## config.mk

```make
export PLATFORM = sky130hd
export DESIGN_NAME = exception_sequencer
export DESIGN_NICKNAME = d
export VERILOG_FILES = /design/src/rtl/exception_sequencer.sv
export SDC_FILE = /design/constraint.sdc
export NUM_CORES = 1
export LEC_CHECK = 0
export BUFFER_PORTS_ARGS = -buffer_cell sky130_fd_sc_hd__buf_2
export CAP_MARGIN = 0
export CORE_UTILIZATION = 52
export CTS_CLUSTER_DIAMETER = 200
export DETAILED_ROUTE_END_ITERATION = 12
export GPL_TIMING_DRIVEN = 0
export HOLD_SLACK_MARGIN = 0.05
export MAX_ROUTING_LAYER = met4
export PLACE_DENSITY = 0.95
export SLEW_MARGIN = 15
export SYNTH_ARGS = -nofsm -noshare
export SYNTH_HDL_FRONTEND = slang
export SYNTH_SLANG_ARGS = --single-unit
```

## constraint.sdc

```tcl
create_clock -name clk -period 4.49 [get_ports clk]
set_input_delay 0 -clock clk [delete_from_list [all_inputs] [get_ports clk]]
set_output_delay 0 -clock clk [all_outputs]
set_load 0.01 [all_outputs]
```

## src/rtl/exception_sequencer.sv

```systemverilog
// Exception entry/return sequencer for the 5-stage MIPS pipeline.
// Optional EXC_COUNT_EN adds a saturating accepted-exception counter.
module exception_sequencer #(
    parameter logic [31:0] VECTOR_ADDR  = 32'h0000_0180,
    parameter int          FLUSH_CYCLES = 2
) (
    input  logic        clk,
    input  logic        reset,
    input  logic        ov,
    input  logic        exc,
    input  logic        irq,
    input  logic [31:0] ex_pc,
    input  logic [31:0] id_pc,
    input  logic        eret,
    output logic        flush_if,
    output logic        flush_id,
    output logic        flush_ex,
    output logic        pc_redirect,
    output logic [31:0] redirect_pc,
    output logic [31:0] epc,
    output logic [4:0]  cause,
    output logic        in_handler,
    output logic        double_fault,
`ifdef EXC_COUNT_EN
    output logic [15:0] exc_count,
`endif
    output logic        busy
);

    localparam logic [2:0] S_IDLE    = 3'd0;
    localparam logic [2:0] S_FLUSH   = 3'd1;
    localparam logic [2:0] S_ENTER   = 3'd2;
    localparam logic [2:0] S_HANDLER = 3'd3;
    localparam logic [2:0] S_RETURN  = 3'd4;

    localparam logic [3:0] CNT_INIT = 4'(FLUSH_CYCLES - 1);

    logic [2:0] state;
    logic [3:0] cnt;
    logic       take;

    assign take = (state == S_IDLE) && (ov || exc || irq);

    always_ff @(posedge clk or posedge reset) begin
        if (reset) begin
            state        <= S_IDLE;
            cnt          <= 4'd0;
            flush_if     <= 1'b0;
            flush_id     <= 1'b0;
            flush_ex     <= 1'b0;
            pc_redirect  <= 1'b0;
            redirect_pc  <= 32'h0;
            epc          <= 32'h0;
            cause        <= 5'd0;
            in_handler   <= 1'b0;
            double_fault <= 1'b0;
            busy         <= 1'b0;
        end else begin
            unique case (state)
                S_IDLE: begin
                    if (take) begin
                        state    <= S_FLUSH;
                        cnt      <= CNT_INIT;
                        flush_if <= 1'b1;
                        flush_id <= 1'b1;
                        flush_ex <= ov;
                        busy     <= 1'b1;
                        if (ov) begin
                            epc   <= ex_pc;
                            cause <= 5'd12;
                        end else if (exc) begin
                            epc   <= id_pc;
                            cause <= 5'd10;
                        end else begin
                            epc   <= id_pc;
                            cause <= 5'd0;
                        end
                    end
                end
                S_FLUSH: begin
                    if (cnt == 4'd0) begin
                        state       <= S_ENTER;
                        flush_if    <= 1'b0;
                        flush_id    <= 1'b0;
                        flush_ex    <= 1'b0;
                        pc_redirect <= 1'b1;
                        redirect_pc <= VECTOR_ADDR;
                    end else begin
                        cnt <= cnt - 4'd1;
                    end
                end
                S_ENTER: begin
                    state       <= S_HANDLER;
                    pc_redirect <= 1'b0;
                    in_handler  <= 1'b1;
                end
                S_HANDLER: begin
                    // eret wins over a simultaneous fault, which is dropped
                    if (eret) begin
                        state       <= S_RETURN;
                        pc_redirect <= 1'b1;
                        redirect_pc <= epc;
                        flush_if    <= 1'b1;
                    end else if (ov || exc) begin
                        double_fault <= 1'b1;
                    end
                end
                S_RETURN: begin
                    state       <= S_IDLE;
                    pc_redirect <= 1'b0;
                    flush_if    <= 1'b0;
                    in_handler  <= 1'b0;
                    busy        <= 1'b0;
                end
                default: begin
                    state       <= S_IDLE;
                    flush_if    <= 1'b0;
                    flush_id    <= 1'b0;
                    flush_ex    <= 1'b0;
                    pc_redirect <= 1'b0;
                    in_handler  <= 1'b0;
                    busy        <= 1'b0;
                end
            endcase
        end
    end

`ifdef EXC_COUNT_EN
    always_ff @(posedge clk or posedge reset) begin
        if (reset) begin
            exc_count <= 16'd0;
        end else if (take && exc_count != 16'hFFFF) begin
            exc_count <= exc_count + 16'd1;
        end
    end
`endif

endmodule

```

==> run_results.csv, run 1 <==
group,metric,value,unit
outcome,outcome,"finished, final reports clean",
yosys,yosysSeqAreaShare,0.562,
floorplan,start_util,0.552,
cts,clk_path_buf_depth,2,
setup_path,crit_chain,"inv_1 > ha_1 > or3b_1 > buf_2 > a221oi_2 > a2bb2oi_1",
drt,drt-total-wl,13.8,mm
setup_path,slowest_delay,420,ps
finish,syn_to_final_growth,47.4,%
floorplan,num_io_pins,146,
placement,place_congestion,0.829,
finish,final_common_cell,"buf_2",
yosys,syn_avg_cell_area,11.8,sq um
setup_path,cp_top_family,"compound AO/OA/AOI/OAI gates",
sta,fin_hold_ws,183,ps
global_route,grt.total_usage,0.408,
sta,fmaxAchievable,0.489,GHz
finish,final_cell_mix,"150 x buf_2, 81 x dfrtp_1, 68 x dlygate4sd3_1",
sta,clock_skew,14.3,ps
setup_path,required,4700,ps
worst_hold_path,hold_class,"in2reg",
cts,clock-sinks,81,
setup_path,cp.arrival,2260,ps
sta,drv_slew,0,
power,clock_power_share,0.144,
drt,vias,3890,
yosys,synth_area_leaders,"dfrtp_1 56%, mux2i_1 9.4%, o21ai_1 8.2%",
placement,dp_cells,527,
setup_path,r2r_start,"cnt[0]$_DFFE_PP0P_",
floorplan,die_x,85.3,microns
finish,finalNetCount,600,
drt,wire_per_inst,22.6,microns
drt,antenna_left,0,
setup_path,r2r_cells,6,
floorplan,core_area,6530,sq um
power,pwr-share-seq,0.389,
finish,drive_gt1_frac,0.376,
yosys,synthFlopType,"dfrtp_1",
floorplan,die_y,85.3,microns
yosys,synth_edf_count,0,
setup_path,cp_slowest_cell,"dfrtp_1",
yosys,yosysWarningCount,0,
sta,setup_viol,0,
placement,port_buffers,142,
worst_hold_path,hold_end,"cause[3]$_DFFE_PP0P_",
yosys,ys_async_sr_fraction,1.00,
setup_path,critPathLaunchType,"flip-flop",
sta,fin_setup_tns,0,ps
setup_path,worst-path-buf-inv,2,
global_route,antenna_found_initial,0,
sta,timing.slew.headroom,0.650,
power,internal-power,0.00204,W
setup_path,timing.rr.end,"flush_id$_DFFE_PP0P_",
floorplan,dieArea,7280,sq um
sta,grt_setup_unrepaired,"no",
worst_hold_path,hold_depth,3,
cts,cts_made_buffers,9,
power,pwr-share-comb,0.468,
sta,fin_crit,2050,ps
drt,drt-initial-drc-count,523,
placement,dp_hpwl,7.03,mm
yosys,syn_area,3610,sq um
cts,cts-root-buf,"clkbuf_8",
global_route,grt_pass1_wl,21.4,mm
global_route,grt_max_degree,49,
sta,post-route-period-util,0.456,
global_route,grt_pass1_vias,4018,
floorplan,rows,29,
job,cap_viol_max_count,0,
cts,clk_pin_slew_worst_paths,100,ps
setup_path,path_class,"reg2reg",
finish,stdcell_count,611,
yosys,yosysTopAreaCell,"dfrtp_1",
drt,routed_via_density,6.37,
cts,clkLatencyLatePin,350,ps
yosys,synth_cell_types,44,
cts,cts_tree,"yes",
power,p_leak,2.77,nW
yosys,synthCells,306,
cts,cts_resized,0,
drt,drc_errors,0,
power,p_sw_frac,0.430,
power,power_density,673,nW/um^2
worst_hold_path,min_from,"ov",
yosys,synth_top_area_share,0.562,
setup_path,reg2reg_slack,2440,ps
finish,fin_area,5320,sq um
finish,antenna_cells,0,
power,power_switching,0.00154,W
setup_path,worstPathMaxFanout,7,
cts,h-tree-depth,3,
global_route,grt_overflow_total,0,
placement,dpl-instance-area,4450,sq um
yosys,synth-seq-cells,81,
drt,first_pass_iters,5,
setup_path,cp-end-kind,"flip-flop",
power,ir_drop,0.422,mV
sta,hold_viol_final,0,
sta,worst_pin_slew,521,ps
synth_stat cells (4+ instances only):
cell type and number:
nand2_1 7, a22o_1 31, inv_1 10, dfrtp_1 81, clkbuf_2 4, o21ai_1 59
buf_2 8, nor2b_1 4, buf_4 10, mux2i_1 34, o21ai_0 10, nor2_1 4
worst max path at each step:
stage / startpoint / endpoint / slack (ps) / cells past startpoint
global route: cnt[0]$_DFFE_PP0P_ / flush_id$_DFFE_PP0P_ / 2360 / 6
finish: cnt[0]$_DFFE_PP0P_ / flush_id$_DFFE_PP0P_ / 2440 / 6
CTS: cnt[0]$_DFFE_PP0P_ / flush_ex$_DFFE_PP0P_ / 2690 / 6
floorplan: reset / busy$_DFFE_PP0P_ / 2410 / 1
detailed placement: cnt[0]$_DFFE_PP0P_ / flush_ex$_DFFE_PP0P_ / 2710 / 6
global placement: reset / epc[2]$_DFFE_PP0P_ / 1590 / 2
cell families after synthesis:
group	synth area share
compound gates	0.214
flops	0.562
buf+inv	0.0676
mux	0.0943
simple gates	0.0583
fa+ha+maj	0.00347
other cells	0.00104
worst min-delay path: cells and delay by family:
kind                   cells  cell delay, ps
buffers and inverters      1             190
AND/OR/NAND/NOR            1             180
AO/OA/AOI/OAI              1             130
metrics by stage:
| stage | total power, W | util | setup slack, ps |
|---|---|---|---|
| 5_1_grt | 0.00372 | 0.814 | 2360 |
| 2_1_floorplan | 0.00222 | - | 2410 |
| 4_1_cts | 0.00340 | 0.814 | 2690 |
| 6_report | 0.00358 | 0.814 | 2440 |
| 3_3_place_gp | 0.00273 | 0.677 | 1590 |
| 3_5_place_dp | 0.00282 | 0.681 | 2710 |
layer usage:
layer	GRT usage	share of wire	vias up
met3	0.0895	0.12	112
met5	-	0	-
met1	0.456	0.33	1823
li1	-	-	1556
met4	0.230	0.065	0
met2	0.680	0.48	399
flip-flops by register name, summed over array words and instances (netlist names), 3 cells and up:
name	cells
epc	32
redirect_pc	32
cnt	4
cause	3
state	3
power by group through the flow:
| stage | sequential (W) | combinational (W) | clock [W] |
|---|---|---|---|
| 2_1_floorplan | 0.00145 | 0.000768 | 0 |
| 3_3_place_gp | 0.00132 | 0.00141 | 0 |
| 3_5_place_dp | 0.00134 | 0.00149 | 0 |
| 4_1_cts | 0.00133 | 0.00156 | 0.000513 |
| 5_1_grt | 0.00141 | 0.00176 | 0.000547 |
| 6_report | 0.00139 | 0.00167 | 0.000515 |
area by class of cell:
class	instances	area, sq um
inverter	11	43.8
multi-input combinational	188	1340
sequential	81	2030
fill	325	1210
timing repair buffer	211	1420
clock buffer	10	138
buffer	27	203
clock inverter	6	50.0
tap	77	96.3
repair_timing:
action / in CTS / in global routing
hold buffers: 68 / 0
setup buffers: 0 / 0
endpoints found under the setup margin: 0 / 0
endpoints found under the hold margin: 74 / 0
No activity file was read; power rests on OpenSTA's default activity.
==> inputs of run 2 (changes only) <==
CORE_UTILIZATION = 48   (was 52)
PLACE_DENSITY = 0.9   (was 0.95)
clock period = 2.13 ns   (was 4.49 ns; I/O delays follow)
==> run_results.csv, run 2 (synthesized netlist as in run 1, its figures left out) <==
group,metric,value,unit
sta,clock_skew,12.6,ps
floorplan,die_y,88.7,microns
sta,fin_crit,1790,ps
floorplan,die_x,88.7,microns
setup_path,cp-end-kind,"flip-flop",
floorplan,dieArea,7870,sq um
setup_path,required,2360,ps
finish,antenna_cells,0,
drt,first_pass_iters,5,
sta,drv_slew,0,
drt,vias,3498,
power,p_leak,2.76,nW
drt,drt-initial-drc-count,142,
cts,cts-root-buf,"clkbuf_8",
finish,fin_area,5330,sq um
floorplan,rows,31,
finish,final_cell_mix,"150 x buf_2, 81 x dfrtp_1, 68 x dlygate4sd3_1",
setup_path,path_class,"reg2reg",
global_route,antenna_found_initial,0,
sta,hold_viol_final,0,
global_route,grt.total_usage,0.308,
setup_path,cp.arrival,2020,ps
finish,largestRegisters,"epc: 32 flops, redirect_pc: 32 flops, cnt: 4 flops",
drt,wire_per_inst,18.2,microns
power,ir_drop,0.743,mV
floorplan,core_area,7250,sq um
worst_hold_path,hold_class,"in2reg",
outcome,outcome,"finished, final reports clean",
finish,drive_gt1_frac,0.375,
setup_path,critPathLaunchType,"flip-flop",
finish,final_common_cell,"buf_2",
cts,cts_made_buffers,9,
floorplan,start_util,0.497,
global_route,grt_pass1_wl,17.6,mm
sta,fmaxAchievable,0.557,GHz
placement,port_buffers,142,
floorplan,num_io_pins,146,
placement,place_congestion,0.771,
job,cap_viol_max_count,0,
global_route,grt_max_degree,45,
setup_path,worstPathMaxFanout,10,
finish,syn_to_final_growth,47.7,%
power,power_density,1350,nW/um^2
cts,cts_tree,"yes",
finish,final_util,0.735,
global_route,grt_pass1_vias,3536,
placement,dpl-instance-area,4470,sq um
sta,post-route-period-util,0.842,
drt,drt-total-wl,11.5,mm
cts,clkLatencyLatePin,350,ps
cts,h-tree-depth,3,
drt,antenna_left,0,
sta,setup_viol,0,
sta,fin_hold_ws,143,ps
sta,grt_setup_unrepaired,"no",
placement,dp_hpwl,6.99,mm
global_route,grt_overflow_total,0,
sta,fin_setup_tns,0,ps
cts,clk_path_buf_depth,2,
cts,clk_pin_slew_worst_paths,80,ps
cts,clock-sinks,81,
drt,drc_errors,0,
cts,postCtsSetupBuffers,0,
finish,finalNetCount,600,
drt,routed_via_density,5.53,
run 2: cell types whose count changed in the layout (fill, tap and decap cells not counted):
cell	change
clkbuf_1	+1
inv_6	-1
buf_12	+1
clkinvlp_4	+1
clkinv_4	-1
buf_16	-1
run 2: what timing repair did:
item                                   4_1_cts  5_1_grt
hold buffers                                68        0
endpoints found under the hold margin       73        0
gates resized for setup                      0        0
run 2: worst max-delay path: stages, from the launching register on:
cell and delay (ps):
dfrtp_1 410, inv_1 90, ha_1 200, nor4b_2 320
o21ai_2 210, buf_4 230, a22o_1 210
run 2: layout make-up:
cell class | count | area, sq um
buffer | 27 | 203
clock buffer | 11 | 141
clock inverter | 5 | 40.0
fill | 506 | 1920
inverter | 11 | 43.8
multi-input combinational | 188 | 1340
sequential | 81 | 2030
tap | 99 | 124
timing repair buffer | 211 | 1410
run 2: worst paths after layout:
check | startpoint | to | slack, ps | depth (start not counted)
worst max-delay path | cnt[0]$_DFFE_PP0P_ | redirect_pc[24]$_DFFE_PP0P_ | 340 | 6
worst min-delay path | ov | cause[3]$_DFFE_PP0P_ | 140 | 3
worst max register to register | cnt[0]$_DFFE_PP0P_ | redirect_pc[24]$_DFFE_PP0P_ | 340 | 6
worst min register to register | redirect_pc[0]$_DFFE_PP0P_ | redirect_pc[0]$_DFFE_PP0P_ | 500 | 1
max in group asynchronous | reset | epc[5]$_DFFE_PP0P_ | 1290 | 4
min in group asynchronous | reset | epc[25]$_DFFE_PP0P_ | 260 | 3
run 2: routing by layer:
metal | track usage | vias up | part of all wire
li1 | - | 1561 | -
met1 | 0.361 | 1722 | 0.39
met2 | 0.503 | 192 | 0.52
met3 | 0.0644 | 23 | 0.071
met4 | 0.155 | 0 | 0.021
met5 | - | - | 0
run 2: power breakdown:
group	switching, W	internal [W]
logic	0.00177	0.00155
clock network	0.000585	0.000462
registers	0.000564	0.00229
total	0.00292	0.00430
run 2: stage by stage:
step	total power, W	setup slack (ps)	std cells
after floorplan	0.00468	49.9	307
after global placement	0.00578	-802	548
after detailed placement	0.00595	355	549
after CTS	0.00710	342	633
after global routing	0.00766	204	633
final	0.00722	336	633
==> inputs of run 3 (changes only) <==
CORE_UTILIZATION = 44   (was 48)
PLACE_DENSITY = 0.88   (was 0.9)
clock period = 1.6 ns   (was 2.13 ns; I/O delays follow)
==> run_results.csv, run 3 (synthesized netlist as in run 1, its figures left out) <==
group,metric,value,unit
global_route,grt.total_usage,0.285,
sta,hold_viol_final,0,
floorplan,num_io_pins,146,
finish,antenna_cells,0,
sta,worst_pin_slew,593,ps
sta,timing.slew.headroom,0.604,
finish,stdcell_count,648,
worst_hold_path,hold_depth,3,
placement,dpl-instance-area,4500,sq um
setup_path,path_class,"reg2reg",
cts,clock-sinks,81,
drt,drc_errors,0,
placement,pre_cts_slack,-150,ps
power,power_density,1820,nW/um^2
sta,drv_slew,0,
drt,drt-initial-drc-count,193,
setup_path,cp.arrival,1830,ps
cts,clkLatencyLatePin,340,ps
setup_path,worstPathMaxFanout,10,
floorplan,core_area,7850,sq um
global_route,grt_pass1_vias,3694,
drt,routed_via_density,5.40,
setup_path,slowest_delay,410,ps
sta,setup_viol,1,
placement,port_buffers,142,
setup_path,r2r_cells,6,
setup_path,critPathLaunchType,"flip-flop",
global_route,grt_max_degree,39,
setup_path,worst-path-buf-inv,3,
drt,first_pass_iters,6,
cts,h-tree-depth,3,
floorplan,dieArea,8570,sq um
placement,dp_hpwl,6.85,mm
floorplan,die_x,92.6,microns
outcome,outcome,"complete, but fails checks",
global_route,grt_pass1_wl,18.1,mm
sta,fmaxAchievable,0.620,GHz
cts,clk_pin_slew_worst_paths,80,ps
placement,dp_cells,553,
outcome,violations,"setup timing",
setup_path,cp_slowest_cell,"or3_4",
finish,fin_area,5590,sq um
power,ir_drop,0.939,mV
setup_path,r2r_start,"state[0]$_DFFE_PP0P_",
job,cap_viol_max_count,0,
finish,finalNetCount,612,
cts,clk_path_buf_depth,2,
finish,largestRegisters,"epc: 32 flops, redirect_pc: 32 flops, cnt: 4 flops",
finish,final_common_cell,"buf_2",
power,p_leak,2.87,nW
finish,final_util,0.712,
drt,wire_per_inst,18.0,microns
drt,vias,3502,
sta,grt_setup_unrepaired,"yes",
setup_path,crit_chain,"buf_6 > or3_4 > buf_8 > buf_12 > o21ai_1 > o21ai_1",
sta,fin_crit,1610,ps
setup_path,cp_top_family,"buffers and inverters",
setup_path,timing.rr.end,"epc[8]$_DFFE_PP0P_",
sta,final.setup.worst_slack,-14.1,ps
finish,drive_gt1_frac,0.416,
drt,drt-total-wl,11.7,mm
cts,cts_made_buffers,9,
worst_hold_path,hold_end,"cause[3]$_DFFE_PP0P_",
placement,place_congestion,0.796,
sta,post-route-period-util,1.01,
floorplan,rows,32,
floorplan,die_y,92.6,microns
floorplan,start_util,0.460,
finish,syn_to_final_growth,54.9,%
global_route,grt_overflow_total,0,
sta,clock_skew,7.76,ps
setup_path,cp-end-kind,"flip-flop",
setup_path,crit_top_cell,"o21ai_1",
cts,cts_tree,"yes",
drt,antenna_left,0,
worst_hold_path,min_from,"ov",
setup_path,reg2reg_slack,-10,ps
cts,cts-root-buf,"clkbuf_8",
global_route,antenna_found_initial,0,
setup_path,required,1820,ps
worst_hold_path,hold_class,"in2reg",
finish,final_cell_mix,"151 x buf_2, 80 x dfrtp_1, 68 x dlygate4sd3_1",
run 3: power by group:
part	leakage, nW	switching, W	internal [W]	total (W)
clock	0.0953	0.000730	0.000759	0.00149
sequential	1.02	0.000749	0.00305	0.00380
combinational	1.75	0.00248	0.00240	0.00487
run 3: repair_timing:
action,in CTS,in global routing
buffers inserted,5,6
hold buffers,68,0
pin swaps,4,5
cloned,0,1
endpoints found under the hold margin,58,0
endpoints found under the setup margin,40,46
gates resized for setup,8,21
run 3: worst max-delay path by stage:
stage,start,endpoint,depth (start not counted)
after global routing,state[0]$_DFFE_PP0P_,epc[8]$_DFFE_PP0P_,6
after floorplan,cnt[0]$_DFFE_PP0P_,flush_ex$_DFFE_PP0P_,6
final,state[0]$_DFFE_PP0P_,epc[8]$_DFFE_PP0P_,6
after CTS,cnt[1]$_DFFE_PP0P_,flush_ex$_DFFE_PP0P_,6
after global placement,cnt[0]$_DFFE_PP0P_,flush_ex$_DFFE_PP0P_,6
after detailed placement,cnt[0]$_DFFE_PP0P_,flush_ex$_DFFE_PP0P_,6
run 3: cell type report:
type	count	area, sq um
multi-input cells	188	1430
plain buffers	26	218
inverters	11	45.0
fillers	565	2260
clock inverters	5	55.1
flip-flops and latches	81	2030
clock buffers	11	141
well taps	102	128
repair buffers	224	1540
run 3: per-layer routing:
layer  global-route usage  wire [microns]  part of all wire
met2                0.486            6030              0.52
met5                    -               0                 0
met4                0.100             309             0.026
met1                0.333            4660              0.40
met3               0.0616             686             0.059
run 3: tightest hold or removal path, cell delays in order:
cell	delay (ps)
buf_4	170
or2_2	150
a22o_1	110
run 3: through the flow:
| stage | total power (W) | TNS [ps] | hold slack [ps] |
|---|---|---|---|
| floorplan | 0.00623 | 0 | 170 |
| global placement | 0.00766 | -670 | 266 |
| detailed placement | 0.00790 | -3350 | 91.8 |
| CTS | 0.00975 | -388 | 132 |
| global route | 0.0107 | -282 | 144 |
| finish | 0.0102 | -14.1 | 127 |
